==> src/rtl/arch_defs_pkg.sv <==
// Shared architecture definitions: opcode encodings, ALU operation select and
// the microinstruction (control word) layout driven by the control unit.
package arch_defs_pkg;

    typedef enum logic [3:0] {
        OP_NOP = 4'h0,
        OP_LDA = 4'h1,
        OP_ADD = 4'h2,
        OP_SUB = 4'h3,
        OP_STA = 4'h4,
        OP_LDI = 4'h5,
        OP_JMP = 4'h6,
        OP_JC  = 4'h7,
        OP_JZ  = 4'h8,
        OP_OUT = 4'hE,
        OP_HLT = 4'hF
    } opcode_t;

    typedef enum logic {
        ALU_ADD = 1'b0,
        ALU_SUB = 1'b1
    } alu_op_t;

    // ALU_ADD is encoded as 0 so an idle word is all-zero.
    typedef struct packed {
        logic    oe_pc;
        logic    oe_ram;
        logic    oe_ir;
        logic    oe_a;
        logic    oe_alu;
        logic    load_mar;
        logic    load_ir;
        logic    load_a;
        logic    load_b;
        logic    load_ram;
        logic    load_pc;
        logic    load_o;
        logic    load_flags;
        logic    pc_enable;
        alu_op_t alu_op;
    } control_word_t;

    localparam int unsigned NUM_STEPS = 7;

endpackage

==> src/rtl/microcode_rom.sv <==
// Combinational microcode: maps (step, opcode, flags) to one control word.
// Steps 0-2 are the shared fetch; any step code above 5 decodes to idle.
module microcode_rom
    import arch_defs_pkg::*;
(
    input  logic [2:0]    step,
    input  logic [3:0]    opcode,
    input  logic          flag_zero,
    input  logic          flag_carry,
    output control_word_t cw
);

    always_comb begin
        cw = '0;
        case (step)
            3'd0: begin
                cw.oe_pc    = 1'b1;
                cw.load_mar = 1'b1;
            end
            3'd1: begin
                cw.oe_ram  = 1'b1;
                cw.load_ir = 1'b1;
            end
            3'd2: cw.pc_enable = 1'b1;
            3'd3: begin
                case (opcode)
                    OP_LDA, OP_ADD, OP_SUB, OP_STA: begin
                        cw.oe_ir    = 1'b1;
                        cw.load_mar = 1'b1;
                    end
                    OP_LDI: begin
                        cw.oe_ir  = 1'b1;
                        cw.load_a = 1'b1;
                    end
                    OP_JMP: begin
                        cw.oe_ir   = 1'b1;
                        cw.load_pc = 1'b1;
                    end
                    // Conditional jumps leave the whole word idle when not taken.
                    OP_JC: begin
                        cw.oe_ir   = flag_carry;
                        cw.load_pc = flag_carry;
                    end
                    OP_JZ: begin
                        cw.oe_ir   = flag_zero;
                        cw.load_pc = flag_zero;
                    end
                    OP_OUT: begin
                        cw.oe_a   = 1'b1;
                        cw.load_o = 1'b1;
                    end
                    default: ;
                endcase
            end
            3'd4: begin
                case (opcode)
                    OP_LDA: begin
                        cw.oe_ram = 1'b1;
                        cw.load_a = 1'b1;
                    end
                    OP_ADD, OP_SUB: begin
                        cw.oe_ram = 1'b1;
                        cw.load_b = 1'b1;
                    end
                    OP_STA: begin
                        cw.oe_a     = 1'b1;
                        cw.load_ram = 1'b1;
                    end
                    default: ;
                endcase
            end
            3'd5: begin
                if (opcode == OP_ADD || opcode == OP_SUB) begin
                    cw.alu_op     = (opcode == OP_SUB) ? ALU_SUB : ALU_ADD;
                    cw.oe_alu     = 1'b1;
                    cw.load_a     = 1'b1;
                    cw.load_flags = 1'b1;
                end
            end
            default: ;
        endcase
    end

endmodule

==> src/rtl/control_unit.sv <==
// Instruction sequencer: fixed T0..T6 step ring with a sticky HALT state,
// driving the microcode ROM and masking its output during reset and HALT.
module control_unit
    import arch_defs_pkg::*;
(
    input  logic          clk,
    input  logic          reset,
    input  logic [3:0]    opcode,
    input  logic          flag_zero,
    input  logic          flag_carry,
    output control_word_t control_word,
    output logic          halted
);

    typedef enum logic [2:0] {
        T0   = 3'd0,
        T1   = 3'd1,
        T2   = 3'd2,
        T3   = 3'd3,
        T4   = 3'd4,
        T5   = 3'd5,
        T6   = 3'd6,
        HALT = 3'd7
    } step_t;

    step_t         state_q;
    step_t         state_d;
    control_word_t rom_cw;

    always_ff @(posedge clk) begin
        if (reset) begin
            state_q <= T0;
        end else begin
            state_q <= state_d;
        end
    end

    always_comb begin
        state_d = state_q;
        case (state_q)
            HALT: state_d = HALT;
            T6:   state_d = T0;
            T3:   state_d = (opcode == OP_HLT) ? HALT : T4;
            default: state_d = step_t'(state_q + 3'd1);
        endcase
    end

    microcode_rom u_microcode_rom (
        .step       (state_q),
        .opcode     (opcode),
        .flag_zero  (flag_zero),
        .flag_carry (flag_carry),
        .cw         (rom_cw)
    );

    // Reset takes priority so a halted machine shows halted=0 while reset is held.
    always_comb begin
        control_word = rom_cw;
        halted       = 1'b0;
        if (reset) begin
            control_word = '0;
        end else if (state_q == HALT) begin
            control_word = '0;
            halted       = 1'b1;
        end
    end

endmodule

==> config.mk <==
export PLATFORM = sky130hd
export DESIGN_NAME = control_unit
export DESIGN_NICKNAME = d
export VERILOG_FILES = /design/src/rtl/arch_defs_pkg.sv /design/src/rtl/microcode_rom.sv /design/src/rtl/control_unit.sv
export SDC_FILE = /design/constraint.sdc
export NUM_CORES = 1
export LEC_CHECK = 0
export CORE_UTILIZATION = 41
export CTS_CLUSTER_SIZE = 30
export DETAILED_ROUTE_END_ITERATION = 8
export PLACE_DENSITY = 0.8
export SLEW_MARGIN = 40
export SYNTH_ARGS = -nofsm -noshare
export SYNTH_HDL_FRONTEND = slang
export SYNTH_SLANG_ARGS = --single-unit
==> constraint.sdc <==
create_clock -name clk -period 1.7 [get_ports clk]
set_input_delay 0.34 -clock clk [delete_from_list [all_inputs] [get_ports clk]]
set_output_delay 0.34 -clock clk [all_outputs]
set_load 0.02 [all_outputs]
==> out/metrics.cfg, run 1 <==
[logic_synthesis]
mappedNetlistArea_um2 = 581.8
synth_top_area_share_pct = 10.32
async_flop_share_pct = 0
synth_enable_flop_cells = 0
ys_warn_count = 0
synth_area_leaders = dfxtp_1 10%, ha_1 8.6%, and4bb_2 6.5%
yosys.area.top_type = dfxtp_1
syn_avg_cell_area_um2 = 7.862
ys_seq_area_share_pct = 10.32
ys_ff_latch = 3
ys.flop_type = dfxtp_1
synth_nets = 86
postSynthCellCount = 74
synth.most_common_cell = nor2_1
ys_types = 36
synth_commonest_cells = 9 x nor2_1, 6 x nand2_1, 5 x inv_1

[floorplanning]
die_w_um = 39.67
die_area_um2 = 1574
start_util_pct = 44.16
io_pins = 24
row_count = 13
core_um2 = 1318
die_h_um = 39.67

[route]
first_pass_iters = 4
drc = 0
antenna_left = 0
drtIter0Drc = 6
routed_wl_um = 1880
vias = 703
wl_per_cell_um = 14.57
routed_via_density = 5.450

[clocking]
clk_latency_ns = 0.23
clk_pin_slew_worst_paths_ns = 0.03
cts_buffers = 3
clock-sinks = 3
cts-hold-fix-buffers = 0
clockBufferDepth = 2
cts_tree = built
clockRootBuffer = clkbuf_4
cts_max_level = 1

[worst_setup_path]
r2r-end = state_q[0]$_SDFF_PP0_
crit_path_end_kind = output pin
cp_data_arrival_time_ns = 1.53
cp_data_required_time_ns = 1.36
crit_type = flop to output pin
reg2reg_depth = 6
critPathLaunchType = flop
crit_path_max_fanout = 4
timing.rr.start = state_q[0]$_SDFF_PP0_
r2r_setup_slack_ns = 0.51

[hold_path]
hp-start = opcode[1]
holdPathEnd = state_q[0]$_SDFF_PP0_
hp-class = primary input to flop
min_path_cells = 4

[sta]
hold_viol_final = 0
tightest_slew_ns = 0.2698
setup_viol = 11
rsz0062_at_grt = yes
slew_headroom_pct = 81.82
setup-tns-final_ns = -0.8111
fmax_ghz = 0.5355
setup_slack_ns = -0.1676
fin_crit_sh_pct = 109.9
fin_skew_ns = 0.001804
maxSlewViolCount = 0
period_minus_slack_ns = 1.868

[grt]
first_global_vias = 650
gr-total-overflow = 0
grt_usage_pct = 25.64
grt_max_degree = 10
antenna_found_initial = 0
grt_pass1_wl_um = 2663

[placement]
place_area_um2 = 912.1
dp_hpwl_um = 1232
port_buffers = 23
gp_congestion = 0.8340

[power_and_ir_drop]
power-per-cell-area_nw_per_um2 = 679.0
ir_worst_vdd_mv = 0.5089
leakage_nw = 0.4492

[finish]
final_area_um2 = 1050
drive_gt1_share_pct = 65.79
fin_nets = 127
area_growth_pct = 80.43
n_antenna_cell = 0

[job]
cap_violations = 0

[outcome]
failed_checks = negative setup slack
status = finished with violations

routing by layer:
| layer | routed length, µm | global-route usage (%) | vias to the layer above | part of all wire [%] |
|---|---|---|---|---|
| met5 | 0 | 0 | - | 0 |
| met4 | 18 | 13.79 | 0 | 0.96 |
| met3 | 64 | 2.273 | 2 | 3.4 |
| met2 | 1124 | 53.28 | 17 | 60 |
| met1 | 673 | 23.15 | 342 | 36 |
| li1 | - | - | 342 | - |
timing repair:
item / 4_1_cts / 5_1_grt
pin swaps: 10 / 2
gates cloned: 0 / 0
resized for setup: 110 / 13
setup buffers: 3 / 0
setup endpoints to repair: 16 / 16
logic make-up (layout without fill, tap and decap cells):
| group | Yosys count | after routing | share of synthesized area [%] |
|---|---|---|---|
| muxes | 1 | 1 | 1.720 |
| adders and majority gates | 4 | 4 | 8.602 |
| and+or+nand+nor | 36 | 36 | 40.65 |
| DFF | 3 | 3 | 10.32 |
| AOI/OAI and AO/OA | 17 | 17 | 23.66 |
| buffers and inverters | 13 | 53 | 15.05 |
worst max-delay path by stage:
stage,start,slack (ns),to,depth (start not counted)
2_1_floorplan,state_q[0]$_SDFF_PP0_,0.03,control_word[11],5
3_3_place_gp,opcode[2],-0.78,control_word[9],6
3_5_place_dp,opcode[1],-0.81,control_word[4],6
4_1_cts,state_q[1]$_SDFF_PP0_,-0.13,control_word[7],6
5_1_grt,state_q[0]$_SDFF_PP0_,-0.24,control_word[7],5
6_report,state_q[0]$_SDFF_PP0_,-0.17,control_word[7],5
layout make-up:
cell class,instances,area (µm²)
multi-input cells,58,539.3
repair buffers,44,372.9
well taps,15,18.77
clock buffers,4,26.28
fillers,92,267.8
inverters,5,23.77
flip-flops and latches,3,68.82
metrics by stage:
| step | setup slack [ns] | hold WS, ns | utilization [%] | power [mW] | instances |
|---|---|---|---|---|---|
| CTS | -0.1285 | 0.6766 | 76.92 | 0.6856 | 129 |
| finish | -0.1676 | 0.6914 | 79.68 | 0.7128 | 129 |
| detailed placement | -0.8057 | 0.6733 | 69.23 | 0.4802 | 122 |
| global placement | -0.7774 | 0.6329 | 69.23 | 0.4655 | 122 |
| global route | -0.2404 | 0.7110 | 79.68 | 0.7600 | 129 |
| floorplan | 0.02745 | 0.5356 | - | 0.3039 | 74 |
worst max-delay path, stage by stage, from the launching register on:
cell and delay, ns:
dfxtp_4 0.36, ha_4 0.18, nor2b_4 0.14, o21ai_0 0.12, a221oi_2 0.30, buf_4 0.20
power by group:
group	switching, mW	internal, mW
clock network	0.0350	0.0878
registers	0.0305	0.0941
logic	0.213	0.252
total	0.279	0.434
cells in the final DEF, fill, tap and decap left out, types with 3 or more instances in the layout:
master | Yosys | final
clkdlybuf4s15_2 | 0 | 4
nor2_1 | 9 | 7
nand2_1 | 6 | 3
buf_6 | 3 | 7
buf_4 | 4 | 27
nand2_2 | 1 | 3
dlygate4sd2_1 | 0 | 3
clkbuf_4 | 0 | 3
ha_4 | 0 | 3
inv_1 | 5 | 3
and4bb_2 | 3 | 3
Power figures use the tool's default switching activity.
==> run 2: changes to the inputs <==
CORE_MARGIN = 10   (was default)
RECOVER_POWER = 25   (was default)
==> run 2 against run 1 <==
The flow still finishes with violations (negative setup slack). Die area increased by 110%. Register-to-register slack got worse by 0.05 ns. Power grew 1.8%. Combinational power rose by 4%. Sequential power barely moved. Final cell count rose by 2.3%. Critical path type unchanged. Global-route usage down 14 points. Utilization up 2.9 points. First-iteration DRC count rose by 130%. Sequential share of layout area is essentially flat. Largest power group unchanged. Hold slack worse by 0.071 ns. Clock skew increased by 0.0046 ns.
==> out/metrics.cfg, run 2 (synthesis results as in run 1) <==
[outcome]
status = finished with violations
failed_checks = negative setup slack

[hold_path]
min_path_cells = 4  ; unchanged
hp-start = opcode[2]
holdPathEnd = state_q[0]$_SDFF_PP0_
hp-class = primary input to flop

[worst_setup_path]
path_cells = ha_4 > nor3b_4 > buf_6 > o41ai_4 > a211oi_2 > buf_4
reg2reg_depth = 5  ; -1
cp_slowest_cell = dfxtp_4
r2r-end = state_q[1]$_SDFF_PP0_
crit_path_end_kind = output pin
cp_data_arrival_time_ns = 1.52  ; about the same
critPathLaunchType = flop
cp_data_required_time_ns = 1.36  ; about the same
r2r_setup_slack_ns = 0.46  ; -0.05 ns
crit_type = flop to output pin
timing.rr.start = state_q[1]$_SDFF_PP0_
critical-path-max-stage-delay_ns = 0.37  ; about the same
crit_path_max_fanout = 4  ; unchanged

[sta]
setup_viol = 10  ; -1
fmax_ghz = 0.5372  ; +0.32%
period_minus_slack_ns = 1.862  ; -0.005898 ns
setup-tns-final_ns = -0.7922  ; +0.01887 ns
setup_slack_ns = -0.1617  ; +0.005898 ns
hold_ws_ns = 0.6207  ; -0.07068 ns
fin_crit_sh_pct = 109.5  ; -0.35 points
maxSlewViolCount = 0  ; unchanged
hold_viol_final = 0  ; unchanged
rsz0062_at_grt = yes
fin_skew_ns = 0.006411  ; +0.004607 ns
slew_headroom_pct = 80.33  ; -1.5 points
tightest_slew_ns = 0.2940  ; +0.02417 ns

[finish]
n_antenna_cell = 0  ; unchanged
fin_nets = 130  ; +2.4%
drive_gt1_share_pct = 63.25  ; -2.5 points
final_common_cell = buf_4
final_cell_mix = 25 x buf_4, 12 x buf_6, 8 x nor2_1, 5 x buf_2, 4 x nand2_1
area_growth_pct = 87.10
final-instance-count-excl-fill = 132  ; +2.3%
fillers = 93  ; +1.1%

[route]
antenna_left = 0  ; unchanged
vias = 727  ; +3.4%
routed_via_density = 5.508  ; +1.1%
routed_wl_um = 2242  ; +19%
wl_per_cell_um = 16.98  ; +17%
first_pass_iters = 4  ; unchanged
drc = 0  ; unchanged
drtIter0Drc = 14  ; +8

[power_and_ir_drop]
ir_worst_vdd_mv = 0.7300  ; +43%
leakage_nw = 0.4806  ; +7.0%
p_int_uw = 433.3  ; -0.17%
seqPwrFrac_pct = 17.0  ; -0.5 points
p_total_uw = 725.9  ; +1.8%
swShare_pct = 40.31  ; +1.2 points
comb_power_share_pct = 66.3  ; +1.0 points
clockPowerShare_pct = 16.7  ; -0.5 points
p_switching_uw = 292.6  ; +5.0%
power-per-cell-area_nw_per_um2 = 666.8  ; -1.8%

[grt]
grt_pass1_wl_um = 3194  ; +20%
grt_usage_pct = 11.64  ; -14 points
antenna_found_initial = 0  ; unchanged
grt_max_degree = 9  ; -1
first_global_vias = 727  ; +12%
gr-total-overflow = 0  ; unchanged

[clocking]
clock-sinks = 3  ; unchanged
clockBufferDepth = 2  ; unchanged
clk_latency_ns = 0.23  ; about the same
cts_buffers = 3  ; unchanged
clk_pin_slew_worst_paths_ns = 0.03  ; about the same
cts_tree = built
cts_max_level = 1  ; unchanged
cts-hold-fix-buffers = 0  ; unchanged
clockRootBuffer = clkbuf_4

[floorplanning]
die_w_um = 57.67  ; +45%
io_pins = 24  ; unchanged
row_count = 13  ; unchanged
core_um2 = 1318  ; unchanged
start_util_pct = 44.16  ; unchanged
die_area_um2 = 3326  ; +110%
die_h_um = 57.67  ; +45%

[placement]
post-place-cells = 121  ; -0.82%
dp_hpwl_um = 1377  ; +12%
gp_congestion = 0.8245  ; -1.1%
port_buffers = 23  ; unchanged
pre_cts_ws_ns = -0.8278  ; -0.02209 ns

[job]
cap_violations = 0  ; unchanged

## run 2: final cells by class
type	instances	area, µm²	share of cell area [%]
Timing Repair Buffer	47	395.4	36.32
Inverter	5	21.27	1.954
Multi-Input combinational cell	58	555.5	51.03
Sequential cell	3	71.32	6.552
Tap cell	15	18.77	1.724
Clock buffer	4	26.28	2.414
## run 2: per-stage QoR
stage | util (%) | area, µm²
after detailed placement | 68.66 | 904.6
after global routing | 82.62 | 1089
after floorplan | - | 596.8
final | 82.62 | 1089
after CTS | 77.59 | 1022
after global placement | 68.66 | 904.6
## run 2: power groups by stage
stage	registers, mW	clock network, mW	logic, mW
detailed placement	0.106	0	0.360
CTS	0.118	0.125	0.429
floorplan	0.102	0	0.202
global placement	0.105	0	0.352
global route	0.125	0.134	0.524
finish	0.123	0.121	0.482
## run 2: what timing repair did
| item | 4_1_cts | 5_1_grt |
|---|---|---|
| setup buffers | 4 | 3 |
| resized for setup | 112 | 20 |
| pin swaps | 14 | 7 |
| setup endpoints to repair | 16 | 15 |
## run 2: worst max path at each step
stage | startpoint | endpoint | slack, ns | cells after the start
final | state_q[1]$_SDFF_PP0_ | control_word[12] | -0.16 | 6
after detailed placement | opcode[3] | control_word[0] | -0.83 | 5
after global placement | opcode[3] | control_word[0] | -0.81 | 5
after global routing | state_q[1]$_SDFF_PP0_ | control_word[12] | -0.22 | 6
after CTS | state_q[1]$_SDFF_PP0_ | control_word[12] | -0.14 | 6
after floorplan | state_q[0]$_SDFF_PP0_ | control_word[11] | 0.03 | 5
## run 2: critical path: cells and delay by family, from the launching register on
kind                     cells  cell delay, ns
AO/OA/AOI/OAI                2            0.21
buffers and inverters        2            0.31
adder cells (fa/ha/maj)      1            0.17
AND/OR/NAND/NOR              1            0.23
flip-flops                   1            0.37
## run 2: per-layer routing
layer / vias up / global-route usage, % / share of wire, %
li1: 353 / - / -
met1: 344 / 10.09 / 36
met3: 4 / 5.011 / 8.0
met5: - / 0 / 0
met4: 0 / 4.027 / 1.2
met2: 26 / 22.85 / 55
==> run 3: changes to the inputs <==
TNS_END_PERCENT = 30   (was default)
==> run 3 against run 2 <==
The flow still finishes with violations (negative setup slack). Count of clock-buffer cells in the layout unchanged. Power increased by 8.3%. Register-to-register slack got worse by 0.18 ns. Routed wire length increased by 0.36%. Critical endpoint is now control_word[13]. Maximum frequency decreased by 2.5%. Sequential power decreased by 11%. Design area increased by 0.35%. First-iteration DRC count increased by 14%. Sequential share of layout area decreased by 0.82 points. Final cell count increased by 3.8%. Global-route usage increased by 0.94 points. Setup slack got worse by 0.048 ns. Largest cell class unchanged.
==> out/metrics.cfg, run 3 (synthesis results as in run 1) <==
[job]
cap_violations = 0  ; unchanged

[placement]
dp_hpwl_um = 1407  ; +2.2%
port_buffers = 23  ; unchanged
pre_cts_ws_ns = -0.8103  ; +0.01749 ns
post-place-cells = 124  ; +2.5%
gp_congestion = 0.7840  ; -4.9%

[finish]
n_antenna_cell = 0  ; unchanged
fin_nets = 135  ; +3.8%
final-instance-count-excl-fill = 137  ; +3.8%
drive_gt1_share_pct = 63.11  ; -0.13 points
final_common_cell = buf_4
final_cell_mix = 32 x buf_4, 9 x buf_6, 7 x nor2_1, 4 x nand2_1, 4 x buf_2
area_growth_pct = 87.74

[grt]
first_global_vias = 742  ; +2.1%
gr-total-overflow = 0  ; unchanged
grt_pass1_wl_um = 3463  ; +8.4%
grt_usage_pct = 12.58  ; +0.94 points
grt_max_degree = 8  ; -1
antenna_found_initial = 0  ; unchanged

[clocking]
clockRootBuffer = clkbuf_4
clk_latency_ns = 0.24  ; about the same
clock-sinks = 3  ; unchanged
cts_max_level = 1  ; unchanged
cts_buffers = 3  ; unchanged
cts_tree = built
clk_pin_slew_worst_paths_ns = 0.03  ; about the same
clockBufferDepth = 2  ; unchanged
cts-hold-fix-buffers = 0  ; unchanged

[sta]
tightest_slew_ns = 0.2690  ; -0.02499 ns
setup-tns-final_ns = -1.698  ; -0.9054 ns
period_minus_slack_ns = 1.910  ; +0.04791 ns
hold_viol_final = 0  ; unchanged
maxSlewViolCount = 0  ; unchanged
fin_crit_sh_pct = 112.3  ; +2.8 points
fmax_ghz = 0.5237  ; -2.5%
fin_skew_ns = 0.003482  ; -0.002929 ns
setup_viol = 14  ; +4
slew_headroom_pct = 81.98  ; +1.7 points
rsz0062_at_grt = yes
setup_slack_ns = -0.2096  ; -0.04791 ns

[floorplanning]
die_area_um2 = 3326  ; unchanged
die_w_um = 57.67  ; unchanged
core_um2 = 1318  ; unchanged
die_h_um = 57.67  ; unchanged
start_util_pct = 44.16  ; unchanged
io_pins = 24  ; unchanged
row_count = 13  ; unchanged

[route]
routed_via_density = 5.584  ; +1.4%
routed_wl_um = 2250  ; +0.36%
vias = 765  ; +5.2%
drtIter0Drc = 16  ; +2
wl_per_cell_um = 16.42  ; -3.3%
first_pass_iters = 4  ; unchanged
antenna_left = 0  ; unchanged
drc = 0  ; unchanged

[worst_setup_path]
timing.rr.start = state_q[0]$_SDFF_PP0_
critPathLaunchType = flop
crit_type = flop to output pin
cp_data_arrival_time_ns = 1.57  ; +0.05 ns
crit_path_end_kind = output pin
r2r_setup_slack_ns = 0.28  ; -0.18 ns
crit_path_max_fanout = 3  ; -1
r2r-end = state_q[1]$_SDFF_PP0_
reg2reg_depth = 9  ; +4
cp_data_required_time_ns = 1.36  ; about the same

[power_and_ir_drop]
power-per-cell-area_nw_per_um2 = 719.4  ; +7.9%
ir_worst_vdd_mv = 0.7659  ; +4.9%
leakage_nw = 0.4899  ; +1.9%

[outcome]
failed_checks = negative setup slack
status = finished with violations

[hold_path]
hp-class = primary input to flop
hp-start = opcode[2]
holdPathEnd = state_q[0]$_SDFF_PP0_
min_path_cells = 4  ; unchanged

## run 3: cell types whose count changed in the layout (fill, tap and decap cells not counted), sizes merged
cell	change
clkdlybuf4s15	-1
clkdlybuf4s50	+1
buf	+3
clkbuf	+2
## run 3: metal layers
| metal | up-vias | share of wire [%] | global-route usage [%] |
|---|---|---|---|
| met5 | - | 0 | 0 |
| met4 | 0 | 1.0 | 5.705 |
| met3 | 3 | 6.8 | 4.357 |
| met2 | 30 | 50 | 20.86 |
| met1 | 373 | 42 | 14.08 |
| li1 | 359 | - | - |
## run 3: worst max-delay path, stage by stage (launching register included)
cell	delay (ns)
dfxtp_2	0.33
buf_6	0.12
inv_4	0.06
ha_4	0.13
buf_4	0.11
buf_6	0.10
nand3_4	0.08
o31ai_4	0.26
buf_6	0.14
## run 3: layout make-up
type,count,area [µm²]
Fill cell,82,225.2
Timing Repair Buffer,52,419.2
Multi-Input combinational cell,58,541.8
Clock buffer,4,26.28
Sequential cell,3,62.56
Inverter,5,23.77
Tap cell,15,18.77
## run 3: how the worst max path moves through the flow
stage | start | to | slack, ns | depth (start not counted)
4_1_cts | state_q[1]$_SDFF_PP0_ | control_word[7] | -0.22 | 7
6_report | state_q[1]$_SDFF_PP0_ | control_word[13] | -0.21 | 8
2_1_floorplan | state_q[0]$_SDFF_PP0_ | control_word[12] | -0.13 | 5
5_1_grt | state_q[1]$_SDFF_PP0_ | control_word[7] | -0.30 | 7
3_3_place_gp | opcode[1] | control_word[4] | -0.79 | 6
3_5_place_dp | opcode[1] | control_word[0] | -0.81 | 5
## run 3: through the flow
step / utilization (%) / hold WS (ns) / total power, mW / instance area [µm²]
floorplan: - / 0.5356 / 0.3022 / 586.8
global placement: 69.61 / 0.6178 / 0.4711 / 917.1
detailed placement: 69.61 / 0.6231 / 0.4825 / 917.1
CTS: 76.64 / 0.6413 / 0.6946 / 1010
global route: 82.91 / 0.6110 / 0.8426 / 1092
finish: 82.91 / 0.6164 / 0.7858 / 1092
## run 3: power breakdown
part           leakage (nW)  switching (mW)  total, mW  internal, mW
sequential           0.0253          0.0198      0.109        0.0897
combinational         0.450           0.256      0.548         0.292
clock                0.0150          0.0402      0.128        0.0881
## run 3: timing repair
item,4_1_cts,5_1_grt
buffers inserted,5,6
endpoints found under the hold margin,0,0
gates resized for setup,102,22
pin swaps,6,4
endpoints found under the setup margin,16,16
